File: src/rtl/disp_pkg.sv
// Shared constants for the stopwatch display multiplexer: active-low segment
// patterns {dp,g,f,e,d,c,b,a} and the all-off anode pattern.
package disp_pkg;

  localparam logic [7:0] SEG_0     = 8'hC0;
  localparam logic [7:0] SEG_1     = 8'hF9;
  localparam logic [7:0] SEG_2     = 8'hA4;
  localparam logic [7:0] SEG_3     = 8'hB0;
  localparam logic [7:0] SEG_4     = 8'h99;
  localparam logic [7:0] SEG_5     = 8'h92;
  localparam logic [7:0] SEG_6     = 8'h82;
  localparam logic [7:0] SEG_7     = 8'hF8;
  localparam logic [7:0] SEG_8     = 8'h80;
  localparam logic [7:0] SEG_9     = 8'h90;
  localparam logic [7:0] SEG_A     = 8'h88;
  localparam logic [7:0] SEG_B     = 8'h83;
  localparam logic [7:0] SEG_C     = 8'hC6;
  localparam logic [7:0] SEG_D     = 8'hA1;
  localparam logic [7:0] SEG_E     = 8'h86;
  localparam logic [7:0] SEG_F     = 8'h8E;
  localparam logic [7:0] SEG_BLANK = 8'hFF;
  localparam logic [3:0] AN_OFF    = 4'b1111;

  // Active-low one-hot anode pattern for a digit slot.
  function automatic logic [3:0] an_for_slot(input logic [1:0] sel);
    return ~(4'b0001 << sel);
  endfunction

endpackage

File: src/rtl/hex_to_sseg.sv
// Combinational hex digit to active-low seven-segment {g..a} decoder.
// Values 10-15 render as hex glyphs A, b, C, d, E, F.
module hex_to_sseg
  import disp_pkg::*;
(
  input  logic [3:0] hex,
  output logic [6:0] seg
);

  // Glyph lookup.
  always_comb begin
    seg = SEG_BLANK[6:0];
    case (hex)
      4'h0:    seg = SEG_0[6:0];
      4'h1:    seg = SEG_1[6:0];
      4'h2:    seg = SEG_2[6:0];
      4'h3:    seg = SEG_3[6:0];
      4'h4:    seg = SEG_4[6:0];
      4'h5:    seg = SEG_5[6:0];
      4'h6:    seg = SEG_6[6:0];
      4'h7:    seg = SEG_7[6:0];
      4'h8:    seg = SEG_8[6:0];
      4'h9:    seg = SEG_9[6:0];
      4'hA:    seg = SEG_A[6:0];
      4'hB:    seg = SEG_B[6:0];
      4'hC:    seg = SEG_C[6:0];
      4'hD:    seg = SEG_D[6:0];
      4'hE:    seg = SEG_E[6:0];
      4'hF:    seg = SEG_F[6:0];
      default: seg = SEG_BLANK[6:0];
    endcase
  end

endmodule

File: src/rtl/stopwatch_disp_mux.sv
// Time-multiplexed 4-digit common-anode display driver with per-frame digit
// snapshot. Optional leading-zero blanking under DISP_LEADING_ZERO_BLANK_EN.
module stopwatch_disp_mux
  import disp_pkg::*;
#(
  parameter int N = 18  // refresh counter width, must be >= 3
) (
  input  logic       clk,
  input  logic       rst,
  input  logic [3:0] d3,
  input  logic [3:0] d2,
  input  logic [3:0] d1,
  input  logic [3:0] d0,
  input  logic [3:0] dp_in,
  output logic [3:0] an,
  output logic [7:0] sseg
);

  localparam logic [N-1:0] Q_LAST = {N{1'b1}};
  localparam logic [N-1:0] Q_ONE  = {{(N-1){1'b0}}, 1'b1};

  logic [N-1:0] q_r;
  logic [15:0]  shadow_r;
  logic [3:0]   shadow_dp_r;
  logic [3:0]   an_r;
  logic [7:0]   sseg_r;
  logic [1:0]   sel_s;
  logic [3:0]   digit_s;
  logic [6:0]   seg_s;
  logic         blank_s;

  assign sel_s = q_r[N-1:N-2];

  // Free-running refresh counter.
  always_ff @(posedge clk or negedge rst) begin
    if (!rst) begin
      q_r <= {N{1'b0}};
    end else begin
      q_r <= q_r + Q_ONE;
    end
  end

  // Capture all digits together on the last count so a frame never tears.
  always_ff @(posedge clk or negedge rst) begin
    if (!rst) begin
      shadow_r    <= 16'h0000;
      shadow_dp_r <= 4'b0000;
    end else if (q_r == Q_LAST) begin
      shadow_r    <= {d3, d2, d1, d0};
      shadow_dp_r <= dp_in;
    end else begin
      shadow_r    <= shadow_r;
      shadow_dp_r <= shadow_dp_r;
    end
  end

  // Shadow digit for the active slot.
  always_comb begin
    digit_s = 4'h0;
    case (sel_s)
      2'd0:    digit_s = shadow_r[3:0];
      2'd1:    digit_s = shadow_r[7:4];
      2'd2:    digit_s = shadow_r[11:8];
      2'd3:    digit_s = shadow_r[15:12];
      default: digit_s = 4'h0;
    endcase
  end

  hex_to_sseg u_hex_to_sseg (
    .hex (digit_s),
    .seg (seg_s)
  );

`ifdef DISP_LEADING_ZERO_BLANK_EN
  // A slot goes dark when it and everything left of it is zero and its dp is off.
  always_comb begin
    blank_s = 1'b0;
    case (sel_s)
      2'd3:    blank_s = (shadow_r[15:12] == 4'h0)   && !shadow_dp_r[3];
      2'd2:    blank_s = (shadow_r[15:8]  == 8'h00)  && !shadow_dp_r[2];
      2'd1:    blank_s = (shadow_r[15:4]  == 12'h000) && !shadow_dp_r[1];
      default: blank_s = 1'b0;
    endcase
  end
`else
  // All digits always lit.
  always_comb begin
    blank_s = 1'b0;
  end
`endif

  // Registered anode/segment drive, one clock behind the counter.
  always_ff @(posedge clk or negedge rst) begin
    if (!rst) begin
      an_r   <= AN_OFF;
      sseg_r <= SEG_BLANK;
    end else if (blank_s) begin
      an_r   <= AN_OFF;
      sseg_r <= SEG_BLANK;
    end else begin
      an_r   <= an_for_slot(sel_s);
      sseg_r <= {~shadow_dp_r[sel_s], seg_s};
    end
  end

  assign an   = an_r;
  assign sseg = sseg_r;

endmodule
File: config.mk
export PLATFORM = sky130hd
export DESIGN_NAME = stopwatch_disp_mux
export DESIGN_NICKNAME = d
export VERILOG_FILES = /design/src/rtl/disp_pkg.sv /design/src/rtl/hex_to_sseg.sv /design/src/rtl/stopwatch_disp_mux.sv
export SDC_FILE = /design/constraint.sdc
export NUM_CORES = 1
export LEC_CHECK = 0
export BUFFER_PORTS_ARGS = -buffer_cell sky130_fd_sc_hd__buf_2
export CAP_MARGIN = 25
export CORE_ASPECT_RATIO = 0.8
export CORE_MARGIN = 2
export CORE_UTILIZATION = 34
export DETAILED_ROUTE_END_ITERATION = 7
export PLACE_DENSITY = 0.64
export SYNTH_ARGS = -nofsm -noshare
export SYNTH_HDL_FRONTEND = slang
export SYNTH_SLANG_ARGS = --single-unit
File: constraint.sdc
create_clock -name clk -period 2.8 [get_ports clk]
set_input_delay 0.84 -clock clk [delete_from_list [all_inputs] [get_ports clk]]
set_output_delay 0.84 -clock clk [all_outputs]
set_load 0.02 [all_outputs]
* After elaboration in Yosys (flattened, before gate mapping)
Memory sizes are Yosys's and may differ from the RTL's. A register that Yosys moved wholly into a read port is not among the register bits.
Cells that the tools add are included.
** Storage, ports and cells
- Memory bits (read-only) :: 112
- Flip-flop bits (word level) :: 50
- Logic and storage cells :: 20
- Memories kept :: 1
- Bits in latches :: 0
- RAM bits :: 0
** Memories
- (no name shown) :: depth 16, bits a word 7, read ports 1, clocked after Yosys merged registers in 1, write ports 0, RTL line hex_to_sseg.sv:13 : case (hex)
** Operators by class
- $add $sub $neg :: 1
- Multipliers :: 0
- Equal/unequal tests :: 4
- Div/mod/pow operators :: 0
- $lt $le $gt $ge :: 1
- Shift operators :: 1
- Multiplexer cells :: 3
- Bitwise logic cells :: 2
- Reductions and logical operators :: 2
** Operators with widths (count)
- adder 18 x 1 -> 18 bit, second input constant :: 1
- equality test 18 bit, second input constant :: 1
- one-hot mux 4 bit (4 select lines) :: 1
- equality test 2 bit, second input constant :: 2
- NOT 4 bit :: 1
- << shifter 1 x 2 -> 4 bit, first input constant :: 1
- < comparator 2 x 3 -> 1 bit, second input constant :: 1
- binary-select mux 1 bit (select 2 bit) :: 1
- equality test 2 x 1 -> 1 bit, second input constant :: 1
- zero test 2 bit :: 1
- zero test 1 bit :: 1
- 2-to-1 mux 1 bit :: 1
- NOT 1 bit :: 1

* Longest topological paths before layout
- Depth in word-level cells :: 3
- Depth in mapped cells :: 7
- Gate-level depth less buffers :: 6

* Hierarchy
From an unflattened synthesis, not the netlist that was laid out.
** Second synthesis, totals
- Cell total of the unflattened synthesis :: 165
- Area, all modules :: 2288.4 µm²
** Modules (own cells, without submodules)
- stopwatch_disp_mux :: cells an instance 130, area each 2040.7 µm², times used 1, sequential area each 1266.2 µm²
- hex_to_sseg :: cells an instance 35, area each 247.7 µm², times used 1, sequential area each 0.0 µm²

* Least setup slack after synthesis
Ideal clock, no wire load.
- Path type :: register to register
- Start :: reg q_r[0]
- End :: reg shadow_dp_r[0]
- Data arrival time :: 1.955 ns
- Cell stages (with the launch flop) :: 7
- Path buffers :: 1
- Data required time :: 2.675 ns
- Slack :: 0.720 ns
- Library setup time :: 0.125 ns
- Path through :: dfrtp_1 -> ha_1 -> nand3_1 -> or4_4 -> or3_4 -> buf_6 -> mux2_4
** Between the ends
- Cells in the longest elaborated chain, start to end :: 1
** RTL lines
- start, declared :: RTL line stopwatch_disp_mux.sv:22 : logic [N-1:0] q_r;
- start signal, assigned :: RTL line stopwatch_disp_mux.sv:37 : q_r <= {N{1'b0}};
- start signal, assigned :: RTL line stopwatch_disp_mux.sv:39 : q_r <= q_r + Q_ONE;
- equality test 18 bit :: RTL line stopwatch_disp_mux.sv:48 : end else if (q_r == Q_LAST) begin
- end signal, assigned :: RTL line stopwatch_disp_mux.sv:50 : shadow_dp_r <= dp_in;
- end signal, assigned :: RTL line stopwatch_disp_mux.sv:53 : shadow_dp_r <= shadow_dp_r;
- end, declared :: RTL line stopwatch_disp_mux.sv:24 : logic [3:0] shadow_dp_r;
Every way passes these cells.
A chain may end at the register's enable or synchronous reset.

* Worst setup path after layout
Ends and elaborated chain as after synthesis.

==> key figures <==
Setup path
  • Start of the worst register-to-register path: q_r[0]
  • Capturing element of the worst setup path: shadow_dp_r[0]
  • Worst-case register-to-register setup slack: between 500 and 600 ps
  • Startpoint of the worst setup timing path: q_r[0]
  • WS Path Type: reg2reg
  • Data arrival at the endpoint of the critical path: between 2000 and 2500 ps
  • Crit path launch type: register
  • Highest fanout seen on the critical path: 20
  • FF-to-FF End: shadow_dp_r[0]
  • Critical path required time: about 3000 ps
  • FF-to-FF path depth: 5
  • Crit end category: register

Place
  • Final HPWL from detailed placement: around 2700 microns
  • Placement Setup Slack: approximately 550 ps
  • Total placed cells including tap cells: about 280
  • Number of port buffers: 33
  • Final weighted congestion in routability-driven placement: approximately 0.76

Yosys
  • Synth Warn #: 0
  • Cell area after technology mapping: 2280 sq um
  • Simple-Gate Fraction of Synth Area: about 8.9%
  • Mapped Nets: approximately 190
  • Sequential cell area fraction in the yosys report: a little under three fifths
  • Count of distinct cell types in the synthesized netlist: 30
  • Number of standard cells after synthesis: ~160
  • Biggest area contributors in the synthesized netlist: dfrtp_1, dfstp_2, mux2_4, mux4_2, ha_1
  • Adder-Cell Fraction of Synth Area: about 3.8%
  • Compound-cell area share of the yosys netlist: around 1.6%
  • Most instantiated flip-flop cell in the synthesis netlist: dfrtp_1
  • Xor/xnor share of the synthesized area: 6.14%
  • Synthesized flop and latch total: 50
  • Avg Synthesized Cell Area: between 10 and 15 sq um
  • Fraction of synthesized area in multiplexers: 21.0%
  • Share of Yosys cell area claimed by the top area cell type: 41.7%
  • Combinational family with the most area after synthesis: multiplexers
  • Number of flops mapped to enable cells by yosys: 0
  • Proportion of synthesized flip-flops having asynchronous set or reset: 100%
  • Area leader, netlist: dfrtp_1

Global route
  • Final global-route overflow total: 0
  • Wire length of the first global-routing pass: 6470 microns
  • Maximum number of pins on one net before global-route repair: between 50 and 60
  • GRT Resource Usage Total: 11.8%
  • Antenna violations before repair: 0
  • Number of global-route vias before repair: 1272

Die
  • Effective utilization at floorplan: 35.4%
  • Area of the die: approximately 7400 sq um
  • Core Region: about 6400 sq um
  • IO Count: 34
  • Std-Cell Rows: 26
  • Die Width: ~96 microns
  • Die Y-Extent: 77.3 microns

Clock tree
  • Maximum number of buffers from clock root to sink: 2
  • Root buffer cell: clkbuf_8
  • H-tree levels: 2
  • Number of buffers created by CTS: 5
  • Number of clock sinks: 50
  • Source-to-sink clock delay at the later pin of the worst-skew pair: 300 ps
  • Resized cells post-CTS: 0
  • # hold bufs at CTS: 0
  • Clock input transition at the sequential cells of the worst setup and hold paths: about 90 ps
  • Clock tree from TritonCTS: done
  • Number of buffers inserted to repair setup after CTS: 0

Power and ir drop
  • PnR Total Power: 1300 uW
  • VDD IR max: roughly 0.22 mV
  • Pwr per Cell Area: approximately 500 nW/um^2
  • Leakage: ~0.0013 uW

Routing
  • Wirelength, routed: approximately 3800 microns
  • Initial drt markers: between 40 and 50
  • DRC violations left: 0
  • Number of iterations in the first detailed-routing pass: 4
  • Via count: roughly 1300
  • Remaining antenna violation count: 0
  • Number of vias per cell after detailed routing: around 4.6
  • Avg WL per Cell: 13.4 microns

STA
  • Period utilisation layout: 81.4%
  • Worst slew margin relative to its limit: between 50% and 60%
  • Final setup violation count: 0
  • Post-route worst setup slack: between 500 and 600 ps
  • Max-slew violations: 0
  • Actual transition at the worst max-transition pin: between 600 and 700 ps
  • Clock skew: just over 10 ps
  • RSZ-0062 raised after global routing: false
  • FMAX: ~440 MHz
  • Setup Total Neg Slack: 0 ps
  • Final number of hold-violating endpoints: 0
  • Final Critical Period: approximately 2300 ps

Cells and area
  • Post-synthesis to final-layout area growth: 14.6%
  • Layout cell share with drive strength beyond 1: a little over two fifths
  • Antenna diode instance count: 0
  • Non-Filler Instances: around 280
  • Final-stage net count: 227

Run status
  • Run status: finished clean

Min path
  • Class of the tightest hold or removal check: reg2reg

Job
  • Number of maximum-capacitance violations: 0
==> flip-flops by register name, indices dropped and copies added, names as in the netlist <==
register / count
sseg: 8
shadow_dp_r: 4
shadow_r: 16
q_r: 18
an: 4
==> final cells by class <==
cell class	instances	area, sq um
Sequential cell	50	1270
Clock inverter	1	5.00
Timing Repair Buffer	34	173
Multi-Input combinational cell	98	946
Fill cell	617	3830
Tap cell	84	105
Inverter	9	33.8
Clock buffer	7	86.3
==> worst min-delay path by stage <==
| stage | from | end | slack [ps] | depth (start not counted) |
|---|---|---|---|---|
| after CTS | q_r[6] | q_r[6] | 470 | 1 |
| after global routing | q_r[6] | q_r[6] | 500 | 1 |
| after detailed placement | q_r[6] | q_r[6] | 460 | 1 |
| final | q_r[6] | q_r[6] | 470 | 1 |
| after global placement | q_r[0] | q_r[0] | 450 | 1 |
| after floorplan | q_r[0] | q_r[0] | 440 | 1 |
==> layer usage <==
metal | vias to the layer above | track usage, % | part of all wire, %
met3 | 8 | 3.05 | 4.2
li1 | 623 | - | -
met2 | 26 | 15.2 | 44
met1 | 644 | 18.5 | 50
met5 | - | 0 | 0
met4 | 0 | 4.29 | 1.2
==> synth_stat cells (2+ instances only) <==
| master | number |
|---|---|
| o21ai_0 | 2 |
| or2_2 | 2 |
| o22ai_1 | 2 |
| xnor2_1 | 9 |
| buf_6 | 2 |
| xor2_1 | 7 |
| dfstp_2 | 12 |
| nand3_1 | 5 |
| ha_1 | 7 |
| nand4_1 | 2 |
| nor2_1 | 7 |
| mux2i_1 | 2 |
| clkbuf_1 | 2 |
| dfrtp_1 | 38 |
| inv_1 | 9 |
| nand2_1 | 11 |
| nor3_1 | 3 |
| mux4_2 | 6 |
| mux2_2 | 2 |
| nand2b_1 | 3 |
| mux2_4 | 20 |
==> stage by stage <==
| step | cell area [sq um] | hold slack [ps] | util, % |
|---|---|---|---|
| 2_1_floorplan | 2280 | 437 | - |
| 3_3_place_gp | 2520 | 453 | 39.2 |
| 3_5_place_dp | 2520 | 459 | 39.2 |
| 4_1_cts | 2620 | 473 | 40.6 |
| 5_1_grt | 2620 | 499 | 40.6 |
| 6_report | 2620 | 471 | 40.6 |
==> logic make-up (layout without fill, tap and decap cells) <==
group | after synthesis | after routing
flops | 50 | 50
simple gates | 39 | 39
mux | 30 | 30
xor+xnor | 16 | 16
buf+inv | 14 | 51
fa+ha+maj | 7 | 7
compound gates | 6 | 6
==> where the power goes <==
part | internal, uW | leakage, uW | switching [uW] | total [uW]
registers | 753 | 0.000596 | 9.63 | 763
logic | 55.2 | 0.000621 | 58.1 | 113
clock network | 200 | 0.0000482 | 227 | 427
==> worst max-delay path, stage by stage (launching register included) <==
cell and delay (ps):
dfrtp_1 400, ha_1 200, nand3_1 160, or4_4 480, or3_4 560, mux2_4 360
==> placed cells by master, fill, tap and decap left out, drive strengths merged <==
master,Yosys,final
and3,1,1
or4,1,1
and4,1,1
clkinv,0,1
a21oi,1,1
xor2,7,7
dfrtp,38,38
nor3,3,3
dfstp,12,12
nor2,7,7
nor4,1,1
a32o,1,1
or2,2,2
buf,3,34
o22ai,2,2
xnor2,9,9
nand2,11,11
mux2,22,22
o21ai,2,2
nand2b,3,3
mux2i,2,2
or3,1,1
nand3,5,5
clkbuf,2,7
nand4,2,2
nor3b,1,1
mux4,6,6
inv,9,9
ha,7,7
Note: power is estimated with default switching activity, not from simulation.
